$ cat src/rtl/conv_pkg.sv
// Shared constants and FSM encoding for the convolution result reader.
package conv_pkg;

    localparam int OUT_W_DEF  = 13;
    localparam int OUT_H_DEF  = 13;
    localparam int ADDR_W_DEF = 9;
    localparam int N_DEF      = OUT_W_DEF * OUT_H_DEF;
    localparam int NW_DEF     = (N_DEF + 3) / 4;

    typedef enum logic [2:0] {
        ST_IDLE   = 3'd0,
        ST_READ   = 3'd1,
        ST_WAIT   = 3'd2,
        ST_STREAM = 3'd3,
        ST_DONE   = 3'd4
    } state_t;

    // Counter width helper that never returns zero, so 1-entry ranges still get a real bit.
    function automatic int clog2_min1(input int value);
        return (value <= 2) ? 1 : $clog2(value);
    endfunction

endpackage

$ cat src/rtl/conv_result_reader_word_unpacker.sv
// Holds one fetched 32-bit result word and presents its bytes little-endian, one at a time.
module word_unpacker (
    input  logic        i_clk,
    input  logic        i_rst,
    input  logic        i_load,
    input  logic        i_advance,
    input  logic [31:0] i_word,
    output logic [7:0]  o_byte,
    output logic [1:0]  o_byte_idx
);

    logic [31:0] r_word;
    logic [1:0]  r_byte_idx;
    logic [7:0]  r_byte;
    logic [1:0]  w_byte_idx_nxt;

    assign w_byte_idx_nxt = r_byte_idx + 2'd1;

    // Word capture and byte-index stepping; the offered byte is registered so it stays put under backpressure.
    always_ff @(posedge i_clk) begin
        if (i_rst) begin
            r_word     <= 32'd0;
            r_byte_idx <= 2'd0;
            r_byte     <= 8'd0;
        end else if (i_load) begin
            r_word     <= i_word;
            r_byte_idx <= 2'd0;
            r_byte     <= i_word[7:0];
        end else if (i_advance) begin
            r_byte_idx <= w_byte_idx_nxt;
            r_byte     <= r_word[{w_byte_idx_nxt, 3'b000} +: 8];
        end
    end

    assign o_byte     = r_byte;
    assign o_byte_idx = r_byte_idx;

endmodule

$ cat src/rtl/conv_result_reader.sv
// Drains the packed convolution output map from result memory and streams it bytewise over valid/ready.
// Optional row-end flag out_eol is enabled by defining CONV_RESULT_READER_EOL_EN.
module conv_result_reader
    import conv_pkg::*;
#(
    parameter int OUT_W  = OUT_W_DEF,
    parameter int OUT_H  = OUT_H_DEF,
    parameter int ADDR_W = ADDR_W_DEF
) (
    input  logic              clk,
    input  logic              rst,
    input  logic              start,
    input  logic [ADDR_W-1:0] base_addr,
    output logic              mem_rd_en,
    output logic [ADDR_W-1:0] mem_addr,
    input  logic [31:0]       mem_rdata,
    output logic [7:0]        out_data,
    output logic              out_valid,
    input  logic              out_ready,
    output logic              out_last,
`ifdef CONV_RESULT_READER_EOL_EN
    output logic              out_eol,
`endif
    output logic              busy,
    output logic              done
);

    localparam int N      = OUT_W * OUT_H;
    localparam int NW     = (N + 3) / 4;
    localparam int IDX_W  = clog2_min1(N);
    localparam int WIDX_W = clog2_min1(NW);

    state_t              r_state;
    state_t              w_state_nxt;
    logic [ADDR_W-1:0]   r_base;
    logic [ADDR_W-1:0]   w_base_nxt;
    logic [WIDX_W-1:0]   r_widx;
    logic [WIDX_W-1:0]   w_widx_nxt;
    logic [IDX_W-1:0]    r_idx;
    logic [IDX_W-1:0]    w_idx_nxt;
    logic [ADDR_W-1:0]   w_rd_addr;
    logic                w_xfer;
    logic                w_is_last;
    logic                w_load;
    logic                w_advance;
    logic [1:0]          w_byte_idx;
    logic [7:0]          w_byte;

    logic                r_mem_rd_en;
    logic [ADDR_W-1:0]   r_mem_addr;
    logic                r_out_valid;
    logic                r_out_last;
    logic                r_busy;
    logic                r_done;

    assign w_xfer    = r_out_valid & out_ready;
    assign w_is_last = (r_idx == IDX_W'(N - 1));

    // Next-state, counter and unpacker-control decode.
    always_comb begin
        w_state_nxt = r_state;
        w_base_nxt  = r_base;
        w_widx_nxt  = r_widx;
        w_idx_nxt   = r_idx;
        w_load      = 1'b0;
        w_advance   = 1'b0;
        case (r_state)
            ST_IDLE: begin
                if (start) begin
                    w_state_nxt = ST_READ;
                    w_base_nxt  = base_addr;
                    w_widx_nxt  = {WIDX_W{1'b0}};
                    w_idx_nxt   = {IDX_W{1'b0}};
                end else begin
                    w_state_nxt = ST_IDLE;
                end
            end
            ST_READ: begin
                w_state_nxt = ST_WAIT;
            end
            ST_WAIT: begin
                w_state_nxt = ST_STREAM;
                w_load      = 1'b1;
            end
            ST_STREAM: begin
                if (w_xfer) begin
                    if (w_is_last) begin
                        w_state_nxt = ST_DONE;
                    end else begin
                        w_idx_nxt = r_idx + IDX_W'(1);
                        if (w_byte_idx == 2'd3) begin
                            w_state_nxt = ST_READ;
                            w_widx_nxt  = r_widx + WIDX_W'(1);
                        end else begin
                            w_state_nxt = ST_STREAM;
                            w_advance   = 1'b1;
                        end
                    end
                end else begin
                    w_state_nxt = ST_STREAM;
                end
            end
            ST_DONE: begin
                w_state_nxt = ST_IDLE;
            end
            default: begin
                w_state_nxt = ST_IDLE;
            end
        endcase
    end

    // Word offset is formed before truncation so the address wraps modulo 2^ADDR_W.
    assign w_rd_addr = w_base_nxt + ADDR_W'({w_widx_nxt, 2'b00});

    // State, counters and registered outputs, all derived from the next state.
    always_ff @(posedge clk) begin
        if (rst) begin
            r_state     <= ST_IDLE;
            r_base      <= {ADDR_W{1'b0}};
            r_widx      <= {WIDX_W{1'b0}};
            r_idx       <= {IDX_W{1'b0}};
            r_mem_rd_en <= 1'b0;
            r_mem_addr  <= {ADDR_W{1'b0}};
            r_out_valid <= 1'b0;
            r_out_last  <= 1'b0;
            r_busy      <= 1'b0;
            r_done      <= 1'b0;
        end else begin
            r_state     <= w_state_nxt;
            r_base      <= w_base_nxt;
            r_widx      <= w_widx_nxt;
            r_idx       <= w_idx_nxt;
            r_mem_rd_en <= (w_state_nxt == ST_READ);
            if (w_state_nxt == ST_READ) begin
                r_mem_addr <= w_rd_addr;
            end
            r_out_valid <= (w_state_nxt == ST_STREAM);
            r_out_last  <= (w_state_nxt == ST_STREAM) && (w_idx_nxt == IDX_W'(N - 1));
            r_busy      <= (w_state_nxt == ST_READ) || (w_state_nxt == ST_WAIT) ||
                           (w_state_nxt == ST_STREAM);
            r_done      <= (w_state_nxt == ST_DONE);
        end
    end

    word_unpacker u_unpacker (
        .i_clk      (clk),
        .i_rst      (rst),
        .i_load     (w_load),
        .i_advance  (w_advance),
        .i_word     (mem_rdata),
        .o_byte     (w_byte),
        .o_byte_idx (w_byte_idx)
    );

`ifdef CONV_RESULT_READER_EOL_EN
    localparam int COL_W = clog2_min1(OUT_W);

    logic [COL_W-1:0] r_col;
    logic [COL_W-1:0] w_col_nxt;
    logic             r_out_eol;

    // Column position of the byte that will be offered next.
    always_comb begin
        w_col_nxt = r_col;
        if ((r_state == ST_IDLE) && start) begin
            w_col_nxt = {COL_W{1'b0}};
        end else if ((r_state == ST_STREAM) && w_xfer && !w_is_last) begin
            if (r_col == COL_W'(OUT_W - 1)) begin
                w_col_nxt = {COL_W{1'b0}};
            end else begin
                w_col_nxt = r_col + COL_W'(1);
            end
        end else begin
            w_col_nxt = r_col;
        end
    end

    // Row counter and row-end flag registered alongside out_data.
    always_ff @(posedge clk) begin
        if (rst) begin
            r_col     <= {COL_W{1'b0}};
            r_out_eol <= 1'b0;
        end else begin
            r_col     <= w_col_nxt;
            r_out_eol <= (w_state_nxt == ST_STREAM) && (w_col_nxt == COL_W'(OUT_W - 1));
        end
    end

    assign out_eol = r_out_eol;
`endif

    assign mem_rd_en = r_mem_rd_en;
    assign mem_addr  = r_mem_addr;
    assign out_data  = w_byte;
    assign out_valid = r_out_valid;
    assign out_last  = r_out_last;
    assign busy      = r_busy;
    assign done      = r_done;

endmodule

$ cat config.mk
export PLATFORM = sky130hd
export DESIGN_NAME = conv_result_reader
export DESIGN_NICKNAME = d
export VERILOG_FILES = /design/src/rtl/conv_pkg.sv /design/src/rtl/conv_result_reader_word_unpacker.sv /design/src/rtl/conv_result_reader.sv
export SDC_FILE = /design/constraint.sdc
export NUM_CORES = 1
export LEC_CHECK = 0
export ABC_AREA = 1
export CORE_MARGIN = 5
export CORE_UTILIZATION = 30
export DETAILED_ROUTE_END_ITERATION = 7
export PLACE_DENSITY_LB_ADDON = 0.08
export SLEW_MARGIN = 20
export SYNTH_ARGS = -nofsm -noshare
export SYNTH_HDL_FRONTEND = slang
export SYNTH_SLANG_ARGS = --single-unit
$ cat constraint.sdc
create_clock -name clk -period 7.53 [get_ports clk]
set_clock_uncertainty 0.2 [all_clocks]
set_input_delay 1.506 -clock clk [delete_from_list [all_inputs] [get_ports clk]]
set_output_delay 1.506 -clock clk [all_outputs]
set_load 0.05 [all_outputs]
### Yosys cells after proc, flatten, opt, wreduce, memory -nomap -nowiden

Cells that the tools add are included.

* register bits: 82
* output and inout port bits: 22
* memories: 0
* bits in latches: 0
* memory bits (writable): 0
* memory bits (read-only): 0

* reductions and logical operators: 6
* bitwise gates (word level): 1
* $add $sub $neg: 4
* shift-type cells: 1
* order comparisons: 0
* equal/unequal tests: 10
* divide/modulo/power cells: 0
* muxes and demuxes: 23
* multipliers: 0

Operators by type and width (number)
* 8-bit 2-to-1 mux: 5
* 32-bit by 6-bit variable part select with 8-bit output: 1
* 6-bit 2-to-1 mux: 4
* 9-bit 2-to-1 mux: 2
* 8-bit == test (second input constant): 2
* 8-bit one-hot mux with 2 select lines: 1
* 3-bit by 2-bit == test with 1-bit output (second input constant): 4
* 3-bit one-hot mux with 4 select lines: 1
* 6-bit one-hot mux with 2 select lines: 1
* 9-bit by 8-bit adder with 9-bit output: 1
* 8-bit by 1-bit adder with 8-bit output (second input constant): 1
* 6-bit by 1-bit adder with 6-bit output (second input constant): 1
* 3-bit by 1-bit == test with 1-bit output (second input constant): 2
* 1-bit 2-to-1 mux: 6
* 3-bit 2-to-1 mux: 2
* 3-bit == test (second input constant): 1
* 3-bit logical NOT: 1
* 2-bit by 1-bit adder with 2-bit output (second input constant): 1
* 2-bit == test (second input constant): 1
* 1-bit logical OR: 2
* 2-bit 2-to-1 mux: 1
* 2-bit nonzero test: 1
* 2-bit OR reduction: 1
* 1-bit bitwise AND: 1
* 1-bit logical AND: 1

### Longest topological paths before layout

Gate-level depths: netlist (run 1).

* depth in word-level cells: 8
* mapped depth: 18

### Cells and area by module

A second synthesis (run 1) with hierarchy kept.

* cell total of the unflattened synthesis: 573
* area, all modules: 4071.4 um^2

Modules (own cells, without submodules)
* conv_result_reader: seq. area each 800.8 um^2, times used 1, cells an instance 305, area an instance 2200.9 um^2
* word_unpacker: seq. area each 840.8 um^2, times used 1, cells an instance 268, area an instance 1870.5 um^2

### Worst setup path after synthesis (run 1)

No wires, ideal clock.

* kind: input -> register
* start: in start
* end: reg r_mem_addr[6], in the netlist mem_addr[6]
* required time: 7217 ps
* path buffers: 1
* arrival: 3261 ps
* stages: 14
* setup time: 113 ps
* slack: 3956 ps
* path through: nand3_1 > inv_1 > buf_2 > or2_2 > inv_1 > a21oi_1 > ha_1 > fa_1 > nand3_1 > nand2_1 > xnor2_1 > nand3_1 > nand2_1 > nor2_1

* cells in the longest elaborated chain, start to end: 3
* elaborated cells between the ends (all ways): 8
* those cells by class: 1 x add/sub; 1 x eq/ne; 6 x mux

Ends and longest elaborated chain
* start: declaration: line conv_result_reader.sv:12 `input logic start,`
* 9-bit 2-to-1 mux: line conv_result_reader.sv:69 `if (start) begin`
* 9-bit 2-to-1 mux: line conv_result_reader.sv:67 `case (r_state)`
* named net w_base_nxt[2]: line conv_result_reader.sv:36 `logic [ADDR_W-1:0] w_base_nxt;`
* 9-bit by 8-bit adder with 9-bit output: line conv_result_reader.sv:113 `assign w_rd_addr = w_base_nxt + ADDR_W'({w_widx_nxt, 2'b00});`
* end signal: assignment: line conv_result_reader.sv:123 `r_mem_addr <= {ADDR_W{1'b0}};`
* end signal: assignment: line conv_result_reader.sv:135 `r_mem_addr <= w_rd_addr;`
* end: declaration: line conv_result_reader.sv:50 `logic [ADDR_W-1:0] r_mem_addr;`

The timed path passes the listed nets, and every way through them passes these cells.
A chain may end at the register's enable or synchronous reset.

### Worst setup path after layout (run 1)

Same ends and word-level chain as after synthesis.

==> results of run 1 <==
-- flip-flops by register name, indices dropped and copies added, names as in the netlist --
| signal | cells |
|---|---|
| u_unpacker.r_word | 32 |
| mem_addr | 9 |
| r_base | 9 |
| r_idx | 8 |
| u_unpacker.o_byte | 8 |
| r_widx | 6 |
| r_state | 3 |
| u_unpacker.o_byte_idx | 2 |
| busy | 1 |
| done | 1 |
| mem_rd_en | 1 |
| out_last | 1 |
| out_valid | 1 |
-- kinds of logic after synthesis --
family          after synthesis  share of synthesized area
fa+ha+maj                    11                     0.0359
buf+inv                      85                     0.0858
compound gates              124                      0.172
mux                           2                    0.00496
xor+xnor                      6                     0.0130
flops                        82                      0.406
simple gates                253                      0.282
-- metrics by stage --
stage	worst slack (ps)	area, µm²	std cells	hold slack (ps)
2_1_floorplan	3960	4040	563	244
3_3_place_gp	2690	4820	783	258
3_5_place_dp	2600	4820	783	268
4_1_cts	3000	5120	799	278
5_1_grt	2780	5120	799	304
6_report	3030	5120	799	278
-- cell usage after synthesis, types with 2 or more instances --
library cell	instances	area [µm²]
mux2i_1	2	20.0
nand2_1	77	289
nor2_4	2	22.5
buf_2	5	25.0
a21boi_1	2	15.0
nor3_1	5	25.0
a21oi_1	32	160
buf_4	3	22.5
ha_1	10	125
dfxtp_1	82	1640
nand3_4	2	35.0
inv_2	4	15.0
nand2_2	6	37.5
nand2_4	4	45.0
clkbuf_1	14	52.6
o22ai_1	9	56.3
or2_2	6	37.5
nor2_2	2	12.5
nand3b_1	2	15.0
a211oi_1	6	45.0
or2_1	3	18.8
a21boi_0	6	45.0
o21ai_2	2	17.5
nand4_1	7	43.8
nand3_1	26	130
o21ai_0	60	300
xnor2_1	3	26.3
inv_1	56	210
nor2_1	108	405
xor2_1	3	26.3
-- layer usage --
metal	track usage	wire, µm	vias up	share of wire
met5	0	0	-	0
met4	0.0492	183	0	0.018
met3	0.0326	315	15	0.030
met2	0.231	5070	57	0.49
met1	0.169	4860	1676	0.47
li1	-	-	1953	-
-- final cells by class --
cell class	count	area, µm²	area share
clock buffer	9	225	0.0439
clock inverter	7	78.8	0.0154
inverter	61	231	0.0452
multi-input combinational	396	2050	0.400
sequential	82	1640	0.320
tap	176	220	0.0430
timing repair buffer	68	676	0.132
-- power by group through the flow --
stage	combinational (mW)	sequential (mW)	clock [mW]
CTS	0.285	0.496	0.466
floorplan	0.144	0.555	0
detailed placement	0.284	0.506	0
global route	0.312	0.500	0.480
finish	0.280	0.495	0.448
global placement	0.282	0.505	0
-- worst max-delay path, cell delays in order --
cell and delay, ps:
clkdlybuf4s50_1 410, nand3_1 490, inv_1 410, or2_2 380, inv_1 70, a21oi_1 50
ha_1 270, fa_1 420, nand3_1 100, nand2_1 60, xnor2_1 150, nand3_1 90
nand2_1 80, nor2_1 40
-- how the worst max path moves through the flow --
stage / end / slack (ps) / cells past startpoint
2_1_floorplan: mem_addr[6] / 3960 / 14
3_3_place_gp: mem_addr[6] / 2690 / 14
3_5_place_dp: mem_addr[6] / 2600 / 14
4_1_cts: mem_addr[6] / 3000 / 14
5_1_grt: mem_addr[6] / 2780 / 14
6_report: mem_addr[6] / 3030 / 14
==> impl_metrics.env, run 1 <==
export IMPL_status="complete, no violations"
export IMPL_hold_path_startpoint="u_unpacker.r_word[4]"
export IMPL_hold_path_endpoint="u_unpacker.r_word[4]"
export IMPL_vdd_drop_max_mv=0.0849
export IMPL_layout_common_cells="108 x nor2_1, 82 x dfxtp_1, 77 x nand2_1"
export IMPL_final_core_util=0.387
export IMPL_power_switching_mw=0.386
export IMPL_synth_cell_types=44
export IMPL_end_kind="register"
export IMPL_grt_overflow=0
export IMPL_core_area_mm2=0.0132
export IMPL_required_ps=7580
export IMPL_holdBufCountCts=0
export IMPL_post_cts_resized=0
export IMPL_h_tree_depth=3
export IMPL_seqPwrFrac=0.405
export IMPL_antenna_found_initial=0
export IMPL_drt_drc_violations_left=0
export IMPL_grt_pass1_vias=3668
export IMPL_r2r_end="mem_addr[6]"
export IMPL_timing_rr_start="r_state[2]"
export IMPL_power_density_mw_per_mm2=239
export IMPL_clkPwrFrac=0.366
export IMPL_drv_cap=0
export IMPL_cts_root_buf="clkbuf_16"
export IMPL_postCtsSetupRepairBufs=0
export IMPL_dr_pass1_iters=4
export IMPL_die_w_um=126
export IMPL_syn_area_per_cell_um2=7.18
export IMPL_tightest_slew_ps=841
export IMPL_whs_path_depth=2
export IMPL_grtUsageTotal=0.136
export IMPL_holdCritPathClass="register to register"
export IMPL_combPwrFrac=0.229
export IMPL_initial_core_util=0.305
export IMPL_cts_buffers=9
export IMPL_fp_dieH_um=126
export IMPL_finalSetupViolCount=0
export IMPL_clockBufferDepth=2
export IMPL_port_buffers=66
export IMPL_cts_tree="yes"
export IMPL_grt_start_max_net_pins=39
export IMPL_finalHoldViolCount=0
export IMPL_clock_latency_ps=350
export IMPL_cellLeakagePower_nw=2.13
export IMPL_drive_gt1_frac=0.0803
export IMPL_worstPathArrival_ps=4550
export IMPL_drt_wl_total_um=10400
export IMPL_power_mw=1.22
export IMPL_yosys_warnings=0
export IMPL_synthArstFlopShare=0
export IMPL_crit_fanout=20
export IMPL_fin_nets=674
export IMPL_syn_num_nets=619
export IMPL_syn2layout_area_growth_pct=26.9
export IMPL_wl_per_cell_um=13.1
export IMPL_ff2ff_path_depth=14
export IMPL_grt_pass1_wl_um=17600
export IMPL_dr_first_iter_drc_count=243
export IMPL_path_clk_slew_ps=70
export IMPL_ys_seq_area_frac=0.406
export IMPL_layout_commonest_cell="nor2_1"
export IMPL_setup_tns_ps=0
export IMPL_netlist_area_mm2=0.00404
export IMPL_viasPerCell=4.63
export IMPL_clock_sinks=82
export IMPL_relSlewSlack=0.438
export IMPL_swShare=0.316
export IMPL_rrSetupSlack_ps=4120
export IMPL_vias=3701
export IMPL_ys_ff_latch=82
export IMPL_worstSetupStartpointType="input pin"
export IMPL_intPower_mw=0.838
export IMPL_diodes=0
export IMPL_nFillCells=1447
export IMPL_worstSetupPathType="input pin to register"
export IMPL_fmax_mhz=222
export IMPL_synthFlopType="dfxtp_1"
export IMPL_min_period_ps=4500
export IMPL_gp_congestion=0.852
export IMPL_setup_worst_path_start="start"
export IMPL_ios=67
export IMPL_syn_instance_count=563
export IMPL_antenna_left=0
export IMPL_slew_violations=0
export IMPL_rows=42
export IMPL_rsz0062_at_grt="no"
export IMPL_place_hpwl_um=7460
export IMPL_fin_crit_sh=0.598
export IMPL_synth_edf_count=0
export IMPL_die_area_mm2=0.0159
(Power assumes the default switching activity.)
==> run 2: changes to the inputs <==
==> constraint.sdc (replaced) <==
create_clock -name clk -period 4.2 [get_ports clk]
set_clock_uncertainty 0.2 [all_clocks]
set_input_delay 0.84 -clock clk [delete_from_list [all_inputs] [get_ports clk]]
set_output_delay 0.84 -clock clk [all_outputs]
set_load 0.05 [all_outputs]
==> run 2 against run 1 <==
Against the previous run:
- wire length is 0.75% higher
- cell count is 0.50% higher
- sequential power is 79% higher
- via count is 1.8% lower
- worst setup slack worse by 2100 ps
- count of clock-buffer cells in the layout is 1 higher
- first-iteration DRC count is 40% lower
- sequential share of layout area is 0.078 points lower
- hold slack worse by 7.4 ps
- largest cell class unchanged
- highest routed layer unchanged
==> impl_metrics.env, run 2 (synthesis gave the netlist of run 1 again) <==
export IMPL_rrSetupSlack_ps=1220
export IMPL_cts_buffers=9
export IMPL_end_kind="register"
export IMPL_clockBufferDepth=2
export IMPL_worstPathCellList="clkdlybuf4s50_1, nand2_1, inv_2, nand3_4, nor2_1, inv_1, nand3_1, nand2_1, ha_1, fa_1, nand3_1, nand2_1, xnor2_1, nand3_1, nand2_1, nor2_1"
export IMPL_relSlewSlack=0.526
export IMPL_port_buffers=66
export IMPL_wl_per_cell_um=13.1
export IMPL_cts_root_buf="clkbuf_16"
export IMPL_tightest_slew_ps=710
export IMPL_h_tree_depth=3
export IMPL_power_switching_mw=0.672
export IMPL_finalSetupViolCount=0
export IMPL_cts_tree="yes"
export IMPL_placed_cells=787
export IMPL_vdd_drop_max_mv=0.152
export IMPL_antenna_found_initial=0
export IMPL_hold_path_startpoint="u_unpacker.o_byte_idx[1]"
export IMPL_layout_common_cells="108 x nor2_1, 82 x dfxtp_1, 77 x nand2_1"
export IMPL_path_clk_slew_ps=60
export IMPL_critPathMaxStageDelay_ps=460
export IMPL_holdBufCountCts=0
export IMPL_r2r_end="mem_addr[6]"
export IMPL_top_register="u_unpacker.r_word"
export IMPL_dr_first_iter_drc_count=147
export IMPL_grt_pass1_vias=3712
export IMPL_fmax_mhz=306
export IMPL_grt_overflow=0
export IMPL_met2_length_um=5240
export IMPL_clock_sinks=82
export IMPL_status="complete, no violations"
export IMPL_fin_crit_sh=0.779
export IMPL_clkPwrFrac=0.357
export IMPL_instances_no_fill=803
export IMPL_wl_met1_um=4800
export IMPL_largest_register_ffs=32
export IMPL_route_met3_wl_um=304
export IMPL_grtUsageTotal=0.139
export IMPL_intPower_mw=1.50
export IMPL_syn2layout_area_growth_pct=27.2
export IMPL_viasPerCell=4.53
export IMPL_dr_pass1_iters=4
export IMPL_setup_worst_path_start="out_ready"
export IMPL_postCtsSetupRepairBufs=0
export IMPL_cp_slowest_cell="clkdlybuf4s50_1"
export IMPL_holdCritPathClass="register to register"
export IMPL_timing_hold_ws_ps=271
export IMPL_worstSetupPathType="input pin to register"
export IMPL_slew_violations=0
export IMPL_nFillCells=1439
export IMPL_worstPathArrival_ps=3310
export IMPL_min_period_ps=3270
export IMPL_initial_core_util=0.305
export IMPL_fin_nets=678
export IMPL_grt_start_max_net_pins=38
export IMPL_post_cts_resized=0
export IMPL_regArea_mm2=0.00164
export IMPL_place_hpwl_um=7530
export IMPL_worstSetupStartpointType="input pin"
export IMPL_ff2ff_path_depth=15
export IMPL_timing_rr_start="r_state[1]"
export IMPL_power_density_mw_per_mm2=422
export IMPL_fp_dieH_um=126
export IMPL_die_w_um=126
export IMPL_drt_drc_violations_left=0
export IMPL_multiInputGateArea_mm2=0.00205
export IMPL_required_ps=4240
export IMPL_diodes=0
export IMPL_crit_fanout=8
export IMPL_path_delay_family="simple AND/OR/NAND/NOR gates"
export IMPL_clock_latency_ps=350
export IMPL_ios=67
export IMPL_drive_gt1_frac=0.0845
export IMPL_drt_wl_total_um=10500
export IMPL_combPwrFrac=0.234
export IMPL_drv_cap=0
export IMPL_grt_pass1_wl_um=17900
export IMPL_finalHoldViolCount=0
export IMPL_setup_tns_ps=0
export IMPL_crit_end="mem_addr[6]"
export IMPL_path_common_cell="nand2_1"
export IMPL_die_area_mm2=0.0159
export IMPL_cellLeakagePower_nw=2.15
export IMPL_core_area_mm2=0.0132
export IMPL_seqPwrFrac=0.409
export IMPL_swShare=0.310
export IMPL_top_layer_used="met4"
export IMPL_antenna_left=0
export IMPL_rsz0062_at_grt="no"
export IMPL_crit_cells=16
export IMPL_rows=42
export IMPL_gp_congestion=0.836
export IMPL_crit_buf_inv=3
export IMPL_vias=3636
export IMPL_layout_commonest_cell="nor2_1"
run 2: worst min-delay path by stage:
stage / cells past startpoint / to / slack [ps]
2_1_floorplan: 2 / u_unpacker.o_byte_idx[1] / 240
3_3_place_gp: 2 / u_unpacker.o_byte_idx[1] / 260
3_5_place_dp: 2 / u_unpacker.o_byte_idx[1] / 260
4_1_cts: 2 / u_unpacker.o_byte_idx[1] / 270
5_1_grt: 2 / u_unpacker.r_word[12] / 290
6_report: 2 / u_unpacker.o_byte_idx[1] / 270
run 2: metrics by stage:
stage                util  total power, mW  instance area [µm²]  setup WS [ps]
floorplan               -             1.25                 4040           1290
global placement    0.366             1.42                 4850            650
detailed placement  0.366             1.42                 4850            582
CTS                 0.388             2.21                 5140            927
global route        0.388             2.30                 5140            757
finish              0.388             2.17                 5140            929
run 2: worst min-delay path, cell delays in order (launching register included):
cell and delay [ps]:
dfxtp_1 310, nand2_1 60, a21oi_1 50
run 2: power by group through the flow:
stage          registers (mW)  logic, mW  clock network (mW)
4_1_cts                 0.889      0.517               0.805
3_3_place_gp            0.905      0.513                   0
6_report                0.887      0.508               0.775
3_5_place_dp            0.906      0.514                   0
2_1_floorplan           0.995      0.258                   0
5_1_grt                 0.898      0.566               0.839
run 2: routing by layer:
layer | track usage | vias up
met1 | 0.167 | 1619
met2 | 0.241 | 54
met4 | 0.0606 | 0
met3 | 0.0275 | 11
met5 | 0 | -
li1 | - | 1952
run 2: layout make-up:
cell class | instances | share of cell area
flip-flops and latches | 82 | 0.320
multi-input cells | 396 | 0.399
inverters | 61 | 0.0451
clock inverters | 6 | 0.0112
well taps | 176 | 0.0429
repair buffers | 72 | 0.137
clock buffers | 10 | 0.0446
==> run 3: changes to the inputs <==
==> constraint.sdc (replaced) <==
create_clock -name clk -period 3.3 [get_ports clk]
set_clock_uncertainty 0.2 [all_clocks]
set_input_delay 0.66 -clock clk [delete_from_list [all_inputs] [get_ports clk]]
set_output_delay 0.66 -clock clk [all_outputs]
set_load 0.05 [all_outputs]
==> run 3 against run 2 <==
Against the previous run:
- first-iteration DRC count up 17%
- sequential power rose by 27%
- critical endpoint is now mem_addr[5]
- largest power group unchanged
- die area stayed put
- register-to-register slack lost 740 ps
- worst setup slack lost 490 ps
- combinational power up 29%
- hold slack improved by 4.4 ps
- power increased by 26%
- highest routed layer unchanged
- wire length grew 2.4%
==> impl_metrics.env, run 3 (synthesis gave the netlist of run 1 again) <==
export IMPL_viasPerCell=4.62
export IMPL_dr_pass1_iters=4
export IMPL_cts_root_buf="clkbuf_16"
export IMPL_layout_commonest_cell="nor2_1"
export IMPL_r2r_end="mem_addr[5]"
export IMPL_initial_core_util=0.305
export IMPL_grt_overflow=0
export IMPL_antenna_found_initial=0
export IMPL_clockBufferDepth=2
export IMPL_grt_pass1_wl_um=18100
export IMPL_tightest_slew_ps=543
export IMPL_largest_register_ffs=32
export IMPL_worstSetupPathType="input pin to register"
export IMPL_top_register="u_unpacker.r_word"
export IMPL_clock_latency_ps=350
export IMPL_die_w_um=126
export IMPL_h_tree_depth=3
export IMPL_worstPathArrival_ps=2940
export IMPL_holdCritPathClass="register to register"
export IMPL_regArea_mm2=0.00164
export IMPL_worstSetupStartpointType="input pin"
export IMPL_port_buffers=66
export IMPL_ff2ff_path_depth=16
export IMPL_power_density_mw_per_mm2=529
export IMPL_drt_drc_violations_left=0
export IMPL_drive_gt1_frac=0.0948
export IMPL_path_clk_slew_ps=70
export IMPL_drt_wl_total_um=10800
export IMPL_grtUsageTotal=0.140
export IMPL_fp_dieH_um=126
export IMPL_cellLeakagePower_nw=2.16
export IMPL_ios=67
export IMPL_setup_tns_ps=0
export IMPL_layout_common_cells="108 x nor2_1, 82 x dfxtp_1, 77 x nand2_1"
export IMPL_dr_first_iter_drc_count=172
export IMPL_core_area_mm2=0.0132
export IMPL_relSlewSlack=0.637
export IMPL_slew_violations=0
export IMPL_end_kind="register"
export IMPL_multiInputGateArea_mm2=0.00205
export IMPL_clock_sinks=82
export IMPL_vdd_drop_max_mv=0.201
export IMPL_post_cts_resized=0
export IMPL_finalSetupViolCount=0
export IMPL_hold_path_endpoint="u_unpacker.o_byte_idx[1]"
export IMPL_nFillCells=1427
export IMPL_place_hpwl_um=7820
export IMPL_cts_tree="yes"
export IMPL_status="complete, no violations"
export IMPL_crit_fanout=13
export IMPL_final_core_util=0.391
export IMPL_required_ps=3380
export IMPL_fmax_mhz=350
export IMPL_die_area_mm2=0.0159
export IMPL_fin_crit_sh=0.866
export IMPL_antenna_left=0
export IMPL_syn2layout_area_growth_pct=28.1
export IMPL_timing_rr_start="r_idx[0]"
export IMPL_grt_start_max_net_pins=38
export IMPL_vias=3737
export IMPL_wl_per_cell_um=13.3
export IMPL_postCtsSetupRepairBufs=0
export IMPL_whs_path_depth=2
export IMPL_drv_cap=0
export IMPL_rsz0062_at_grt="no"
export IMPL_finalHoldViolCount=0
export IMPL_grt_pass1_vias=3771
export IMPL_rrSetupSlack_ps=480
export IMPL_gp_congestion=0.847
export IMPL_rows=42
export IMPL_fin_nets=684
export IMPL_min_period_ps=2860
export IMPL_holdBufCountCts=0
export IMPL_diodes=0
export IMPL_hold_path_startpoint="u_unpacker.o_byte_idx[1]"
export IMPL_cts_buffers=9
==> run 3: worst max-delay path by stage <==
stage               from           to  slack (ps)  cells past startpoint
3_5_place_dp   out_ready  mem_addr[6]          90                     16
4_1_cts            start  mem_addr[5]         450                     13
3_3_place_gp   out_ready  mem_addr[6]         120                     16
2_1_floorplan  out_valid  mem_addr[6]         510                     15
6_report           start  mem_addr[5]         440                     13
5_1_grt         r_idx[0]  mem_addr[5]         210                     16
==> run 3: critical path, stage by stage <==
cell and delay [ps]:
clkdlybuf4s50_1 400, nand3_1 100, inv_1 70, buf_4 170
or2_2 270, inv_1 70, a21oi_1 60, ha_1 390
a21o_1 210, a31oi_1 190, xnor2_1 170, nor2_1 70
nor2_1 90
==> run 3: through the flow <==
step	power (mW)	hold WS (ps)	setup WS, ps	cells	area (µm²)
5_1_grt	2.89	309	207	809	5180
3_3_place_gp	1.81	256	121	793	4900
2_1_floorplan	1.59	244	511	563	4040
6_report	2.74	275	443	809	5180
3_5_place_dp	1.82	262	94.5	793	4900
4_1_cts	2.78	273	451	809	5180
==> run 3: area by class of cell <==
type                    instances  share of cell area
flip-flops and latches         82               0.317
well taps                     176              0.0425
inverters                      61              0.0447
repair buffers                 78               0.145
clock buffers                   9              0.0435
clock inverters                 7              0.0106
multi-input cells             396               0.396
==> run 3: per-layer routing <==
layer  global-route usage  wire length (µm)
met4               0.0631               257
met2                0.238              5170
met1                0.171              4990
met5                    0                 0
met3               0.0267               336
==> run 3: report_power, final <==
part | leakage [nW] | internal, mW | switching (mW)
combinational | 1.36 | 0.247 | 0.409
sequential | 0.671 | 1.08 | 0.0466
clock | 0.120 | 0.513 | 0.438
total | 2.16 | 1.84 | 0.894
